<file path="config.mk">
export PLATFORM = sky130hd
export DESIGN_NAME = mem_port_arbiter
export DESIGN_NICKNAME = d
export VERILOG_FILES = /design/src/rtl/mem_port_arbiter_pkg.sv /design/src/rtl/mem_arb_pick.sv /design/src/rtl/mem_port_arbiter.sv
export SDC_FILE = /design/constraint.sdc
export NUM_CORES = 1
export LEC_CHECK = 0
export ABC_AREA = 1
export CAP_MARGIN = 30
export CORE_MARGIN = 4
export CORE_UTILIZATION = 39
export CTS_BUF_LIST = sky130_fd_sc_hd__clkbuf_4 sky130_fd_sc_hd__clkbuf_8 sky130_fd_sc_hd__clkbuf_16
export DETAILED_ROUTE_END_ITERATION = 7
export GPL_TIMING_DRIVEN = 0
export PLACE_DENSITY = 0.81
export SYNTH_ARGS = -nofsm -noshare
export SYNTH_HDL_FRONTEND = slang
export SYNTH_SLANG_ARGS = --single-unit
export TNS_END_PERCENT = 1
</file>
<file path="constraint.sdc">
create_clock -name clk -period 1.55 [get_ports clk]
set_input_delay 0.155 -clock clk [delete_from_list [all_inputs] [get_ports clk]]
set_output_delay 0.155 -clock clk [all_outputs]
set_load 0.1 [all_outputs]
</file>
<file path="src/rtl/mem_port_arbiter_pkg.sv">
// Shared types and constants for the single-port memory arbiter (mem_port_arbiter).
// Build option: define MEM_ARB_ROUND_ROBIN_EN for round-robin arbitration on contention.
package mem_port_arbiter_pkg;

    typedef enum logic [1:0] {
        ARB_IDLE   = 2'd0,
        ARB_ACCESS = 2'd1,
        ARB_RESP   = 2'd2
    } arb_state_e;

    typedef enum logic {
        ARB_OWN_I = 1'b0,
        ARB_OWN_D = 1'b1
    } arb_owner_e;

    localparam int MEM_LATENCY = 2;
    // Latency counter width covers the legal LATENCY range 1..15.
    localparam int CNT_W = 4;

endpackage

</file>
<file path="src/rtl/mem_arb_pick.sv">
// Two-way requester selector for mem_port_arbiter.
// Build option: MEM_ARB_ROUND_ROBIN_EN selects round-robin, otherwise fixed D-over-I priority.
module mem_arb_pick
    import mem_port_arbiter_pkg::*;
(
    input  logic       i_req,
    input  logic       d_req,
`ifdef MEM_ARB_ROUND_ROBIN_EN
    input  arb_owner_e last_owner,
`endif
    output logic       sel_i,
    output logic       sel_d
);

    // Pick at most one requester per cycle.
    always_comb begin
        sel_i = 1'b0;
        sel_d = 1'b0;
`ifdef MEM_ARB_ROUND_ROBIN_EN
        if (i_req && d_req) begin
            // On contention favour whoever was not served last.
            if (last_owner == ARB_OWN_I) begin
                sel_d = 1'b1;
            end else begin
                sel_i = 1'b1;
            end
        end else begin
            sel_i = i_req;
            sel_d = d_req;
        end
`else
        sel_d = d_req;
        sel_i = i_req & ~d_req;
`endif
    end

endmodule

</file>
<file path="src/rtl/mem_port_arbiter.sv">
// Arbitrates the fetch (I) and load/store (D) ports onto one single-port memory, one access at a time.
// Build option: MEM_ARB_ROUND_ROBIN_EN enables round-robin arbitration (default: fixed D-over-I).
module mem_port_arbiter
    import mem_port_arbiter_pkg::*;
#(
    parameter int LATENCY = MEM_LATENCY,
    parameter int AW      = 32,
    parameter int DW      = 32
) (
    input  logic          clk,
    input  logic          rst,
    input  logic          i_req,
    input  logic [AW-1:0] i_addr,
    output logic          i_gnt,
    output logic          i_rvalid,
    output logic [DW-1:0] i_rdata,
    input  logic          d_req,
    input  logic          d_we,
    input  logic [AW-1:0] d_addr,
    input  logic [DW-1:0] d_wdata,
    output logic          d_gnt,
    output logic          d_rvalid,
    output logic [DW-1:0] d_rdata,
    output logic          mem_en,
    output logic          mem_we,
    output logic [AW-1:0] mem_addr,
    output logic [DW-1:0] mem_wdata,
    input  logic [DW-1:0] mem_rdata
);

    localparam logic [CNT_W-1:0] LAST_CNT = CNT_W'(LATENCY - 1);

    arb_state_e       state_r;
    arb_state_e       state_n_s;
    arb_owner_e       owner_r;
    logic [CNT_W-1:0] cnt_r;
    logic [AW-1:0]    addr_r;
    logic             we_r;
    logic [DW-1:0]    wdata_r;
    logic [DW-1:0]    rdata_r;
    logic             sel_i_s;
    logic             sel_d_s;
    logic             i_gnt_s;
    logic             d_gnt_s;

`ifdef MEM_ARB_ROUND_ROBIN_EN
    arb_owner_e       last_owner_r;

    // Round-robin pointer: remembers the most recently granted requester.
    always_ff @(posedge clk) begin
        if (rst) begin
            last_owner_r <= ARB_OWN_I;
        end else if (d_gnt_s) begin
            last_owner_r <= ARB_OWN_D;
        end else if (i_gnt_s) begin
            last_owner_r <= ARB_OWN_I;
        end
    end
`endif

    mem_arb_pick u_pick (
        .i_req      (i_req),
        .d_req      (d_req),
`ifdef MEM_ARB_ROUND_ROBIN_EN
        .last_owner (last_owner_r),
`endif
        .sel_i      (sel_i_s),
        .sel_d      (sel_d_s)
    );

    assign i_gnt_s = (state_r == ARB_IDLE) & i_req & sel_i_s;
    assign d_gnt_s = (state_r == ARB_IDLE) & d_req & sel_d_s;

    // Next-state logic for the IDLE -> ACCESS -> RESP cycle.
    always_comb begin
        state_n_s = state_r;
        case (state_r)
            ARB_IDLE: begin
                if (i_gnt_s || d_gnt_s) begin
                    state_n_s = ARB_ACCESS;
                end else begin
                    state_n_s = ARB_IDLE;
                end
            end
            ARB_ACCESS: begin
                if (cnt_r == LAST_CNT) begin
                    state_n_s = ARB_RESP;
                end else begin
                    state_n_s = ARB_ACCESS;
                end
            end
            ARB_RESP: state_n_s = ARB_IDLE;
            default:  state_n_s = ARB_IDLE;
        endcase
    end

    // State register, request latches, latency counter and read-data capture.
    always_ff @(posedge clk) begin
        if (rst) begin
            state_r <= ARB_IDLE;
            owner_r <= ARB_OWN_I;
            cnt_r   <= '0;
            addr_r  <= '0;
            we_r    <= 1'b0;
            wdata_r <= '0;
            rdata_r <= '0;
        end else begin
            state_r <= state_n_s;
            case (state_r)
                ARB_IDLE: begin
                    if (d_gnt_s) begin
                        owner_r <= ARB_OWN_D;
                        addr_r  <= d_addr;
                        we_r    <= d_we;
                        wdata_r <= d_wdata;
                        cnt_r   <= '0;
                    end else if (i_gnt_s) begin
                        owner_r <= ARB_OWN_I;
                        addr_r  <= i_addr;
                        we_r    <= 1'b0;
                        wdata_r <= '0;
                        cnt_r   <= '0;
                    end
                end
                ARB_ACCESS: begin
                    cnt_r <= cnt_r + {{(CNT_W-1){1'b0}}, 1'b1};
                    if (cnt_r == LAST_CNT) begin
                        // Stores report zero data so the D port never sees stale load data.
                        rdata_r <= we_r ? '0 : mem_rdata;
                    end
                end
                default: begin
                end
            endcase
        end
    end

    assign i_gnt     = i_gnt_s;
    assign d_gnt     = d_gnt_s;
    assign mem_en    = (state_r == ARB_ACCESS);
    assign mem_we    = (state_r == ARB_ACCESS) & we_r;
    assign mem_addr  = addr_r;
    assign mem_wdata = wdata_r;
    assign i_rvalid  = (state_r == ARB_RESP) & (owner_r == ARB_OWN_I);
    assign d_rvalid  = (state_r == ARB_RESP) & (owner_r == ARB_OWN_D);
    assign i_rdata   = rdata_r;
    assign d_rdata   = rdata_r;

endmodule

</file>
==> PnR_summary.wiki <==
{| class="wikitable"
! Metric !! Value
|-
| Antenna diode count || 0
|-
| Router iterations before antenna repair || 4
|-
| Effective utilization at floorplan || 0.397
|-
| Maximum number of pins on one net before global-route repair || 17
|-
| Cell area after placement || 7590 µm²
|-
| Worst Max-Slew Pin Slew || 0.577 ns
|-
| Post-Synthesis Net Count || 782
|-
| Tcrit/Tclk final || 0.986
|-
| Share of flip-flops with an asynchronous set or reset || 0
|-
| Synthesized area || 4750 µm²
|-
| DPL Wire Length || 12000 µm
|-
| Leading cell type by number of instances after synthesis || sky130_fd_sc_hd__nand2_1
|-
| Seq/Total Area, Yosys || 0.438
|-
| Clock transition at the registers of the reported paths || 0.07 ns
|-
| Static Leakage || 3.54 nW
|-
| Ys flop type || sky130_fd_sc_hd__dfxtp_1
|-
| Vias post-DR || 5040
|-
| Register bit count reported by yosys || 104
|-
| Worst Setup SP || we_r$_SDFFE_PP0P_
|-
| Fraction of final layout cells with drive strength greater than 1 || 0.277
|-
| Most area-hungry cell type in the Yosys netlist || sky130_fd_sc_hd__dfxtp_1
|-
| # placed instances || 1058
|-
| First-pass GRT wire length || 24100 µm
|-
| Power dissipated by switching net loads || 0.00339 W
|-
| Setup repair after global routing missed its margin || true
|-
| IR drop worst, VDD || 0.526 mV
|-
| Post-synth EDFFs || 0
|-
| Post-detailed-routing wire length || 15400 µm
|-
| Category of the worst setup path capture point || primary output
|-
| Critical path peak fanout || 10
|-
| Total of warnings raised by yosys || 0
|-
| Run status || completed
|-
| H-tree level count || 3
|-
| Die area || 14000 µm²
|-
| IO Pins || 267
|-
| Terminus of the critical flop-to-flop path || mem_addr[4]$_SDFFE_PP0P_
|-
| Vertical extent of the die || 118 µm
|-
| Sequential Power Share || 0.343
|-
| Capture point of the critical path || mem_we
|-
| Vias in the first global route || 4803
|-
| Clock group share of total power || 0.286
|-
| Sw frac || 0.391
|-
| Core Util, Final || 0.671
|-
| Crit path kind || reg2out
|-
| Largest clock skew in the final design || 0.00692 ns
|-
| Worst path required time || 1.39 ns
|-
| Number of I/O port buffers || 264
|-
| Startpoint types || flip-flop
|-
| Layout Nets || 1061
|-
| Top post-synthesis cells by count || sky130_fd_sc_hd__nand2_1, sky130_fd_sc_hd__dfxtp_1, sky130_fd_sc_hd__nand3_1
|-
| Total congestion overflow || 0
|-
| Max clock buf depth || 2
|-
| Area share of the largest cell type after synthesis || 0.438
|-
| Routed via count divided by cell count || 4.68
|-
| CP arrival || 1.37 ns
|-
| Floorplan die width || 118 µm
|-
| Row count || 40
|-
| Avg Cell Area, Syn || 7.34 µm²
|-
| Root cell of the clock tree || sky130_fd_sc_hd__clkbuf_16
|-
| Number of hold buffers added after CTS || 0
|-
| Biggest area contributors in the synthesized netlist || sky130_fd_sc_hd__dfxtp_1, sky130_fd_sc_hd__nand2_1, sky130_fd_sc_hd__nand3_1
|-
| Power density relative to cell area || 1080 nW/µm²
|-
| Synthesized instance count || 647
|-
| Reg2reg start || state_r[1]$_SDFF_PP0_
|-
| Part of the power in combinational logic || 0.370
|-
| Setup violations, final || 0
|-
| Hold violation total from the final report || 0
|-
| Post-route insts no fill || 1077
|-
| Slew headroom || 0.617
|-
| Maxcap violations || 0
|-
| Total track usage || 0.211
|-
| Final weighted congestion of routability-driven global placement || 0.808
|-
| Cell count of the worst reg-to-reg path || 6
|-
| DRC || 0
|-
| Clock Sinks || 104
|-
| Antenna violations before repair || 0
|-
| Violation count after the first detailed-route iteration || 285
|-
| Internal Power || 0.00527 W
|-
| Clock insertion delay at the later pin of the skew report || 0.34 ns
|-
| Clock buffer count from CTS || 9
|-
| Clock tree from TritonCTS || yes
|-
| Antenna-violating nets left || 0
|-
| Post-synthesis to final-layout area growth || 69.1%
|-
| Count of pins over their slew limit || 0
|-
| Max Clk Rate || 0.654 GHz
|-
| Fin crit period || 1.53 ns
|-
| Floorplan Core Area || 12000 µm²
|-
| Hold Path Class || in2reg
|-
| Number of distinct library cells after synthesis || 23
|-
| Register-to-register path setup slack || 0.06 ns
|-
| Routed WL per cell || 14.3 µm
|-
| # fillers || 1028
|-
| Design area || 8030 µm²
|}
final cells by class:
cell class                 count  area, µm²  area share
clock buffer                  11        253      0.0315
tap                          147        184      0.0229
clock inverter                 4       76.3     0.00951
buffer                        75        475      0.0592
timing repair buffer         268       2720       0.339
multi-input combinational    395       1950       0.243
sequential                   104       2090       0.260
inverter                      73        282      0.0351
flip-flops by register name, indices dropped and copies added, names as in the netlist:
register	count
state_r	2
owner_r	1
d_rdata	32
mem_wdata	32
we_r	1
mem_addr	32
cnt_r	4
placed cells by master, fill, tap and decap left out, drive strengths merged:
| cell | netlist | final |
|---|---|---|
| nand4 | 3 | 3 |
| dfxtp | 104 | 104 |
| a21oi | 70 | 70 |
| bufinv | 0 | 2 |
| o21ai | 34 | 34 |
| clkdlybuf4s50 | 0 | 130 |
| nand2 | 174 | 174 |
| and3 | 1 | 1 |
| nor2 | 8 | 8 |
| ha | 2 | 2 |
| nand3 | 101 | 101 |
| inv | 73 | 74 |
| buf | 61 | 102 |
| clkdlybuf4s15 | 0 | 96 |
| clkbuf | 14 | 26 |
| nor3 | 1 | 1 |
| clkinvlp | 0 | 1 |
| or2 | 1 | 1 |
power by group through the flow:
stage                     logic, W  clock network, W  registers [W]
after CTS                  0.00320           0.00255        0.00297
after global routing       0.00338           0.00263        0.00300
after floorplan            0.00101                 0        0.00428
after detailed placement   0.00323                 0        0.00303
final                      0.00320           0.00248        0.00297
after global placement     0.00321                 0        0.00303
per-layer routing:
metal  track usage  vias to the layer above  routed length (µm)
met3        0.0694                       24                1320
met5             0                        -                   0
li1              -                     2591                   -
met4        0.0733                        0                 311
met2         0.373                      191                7600
met1         0.237                     2234                6180
worst min-delay path by stage:
stage,from,endpoint,depth (start not counted)
CTS,d_req,mem_addr[0]$_SDFFE_PP0P_,4
global route,d_req,mem_addr[0]$_SDFFE_PP0P_,4
finish,d_req,mem_addr[0]$_SDFFE_PP0P_,4
global placement,mem_wdata[24]$_SDFFE_PP0P_,mem_wdata[24]$_SDFFE_PP0P_,2
detailed placement,mem_addr[19]$_SDFFE_PP0P_,mem_addr[19]$_SDFFE_PP0P_,2
floorplan,d_wdata[0],mem_wdata[0]$_SDFFE_PP0P_,2
worst max-delay path, cell delays in order, from the launching register on:
cell and delay [ns]:
sky130_fd_sc_hd__dfxtp_1 0.33, sky130_fd_sc_hd__inv_1 0.10, sky130_fd_sc_hd__clkbuf_2 0.23, sky130_fd_sc_hd__nor2_4 0.16
sky130_fd_sc_hd__buf_8 0.21
timing repair:
| action | 4_1_cts | 5_1_grt |
|---|---|---|
| pin swaps | 1 | 2 |
| resized for setup | 424 | 9 |
| setup endpoints to repair | 134 | 27 |
| setup buffers | 1 | 3 |
cells by family (layout without fill, tap and decap cells):
group | after synthesis | count (layout) | share of synthesized area
AND/OR/NAND/NOR | 289 | 289 | 0.268
buffers and inverters | 148 | 431 | 0.155
AO/OA/AOI/OAI | 104 | 104 | 0.133
flip-flops | 104 | 104 | 0.438
adder cells (fa/ha/maj) | 2 | 2 | 0.00527
per-stage QoR:
stage          total power [W]  setup WS, ns  TNS, ns  hold slack (ns)
6_report               0.00866        0.0211        0            0.311
5_1_grt                0.00900       -0.0836   -0.623            0.350
4_1_cts                0.00872        -0.196   -0.216            0.284
3_3_place_gp           0.00624        -0.885   -16.14            0.451
2_1_floorplan          0.00529        -0.343    -5.06            0.298
3_5_place_dp           0.00626        -0.873   -17.16            0.455
Power figures use the tool's default switching activity.
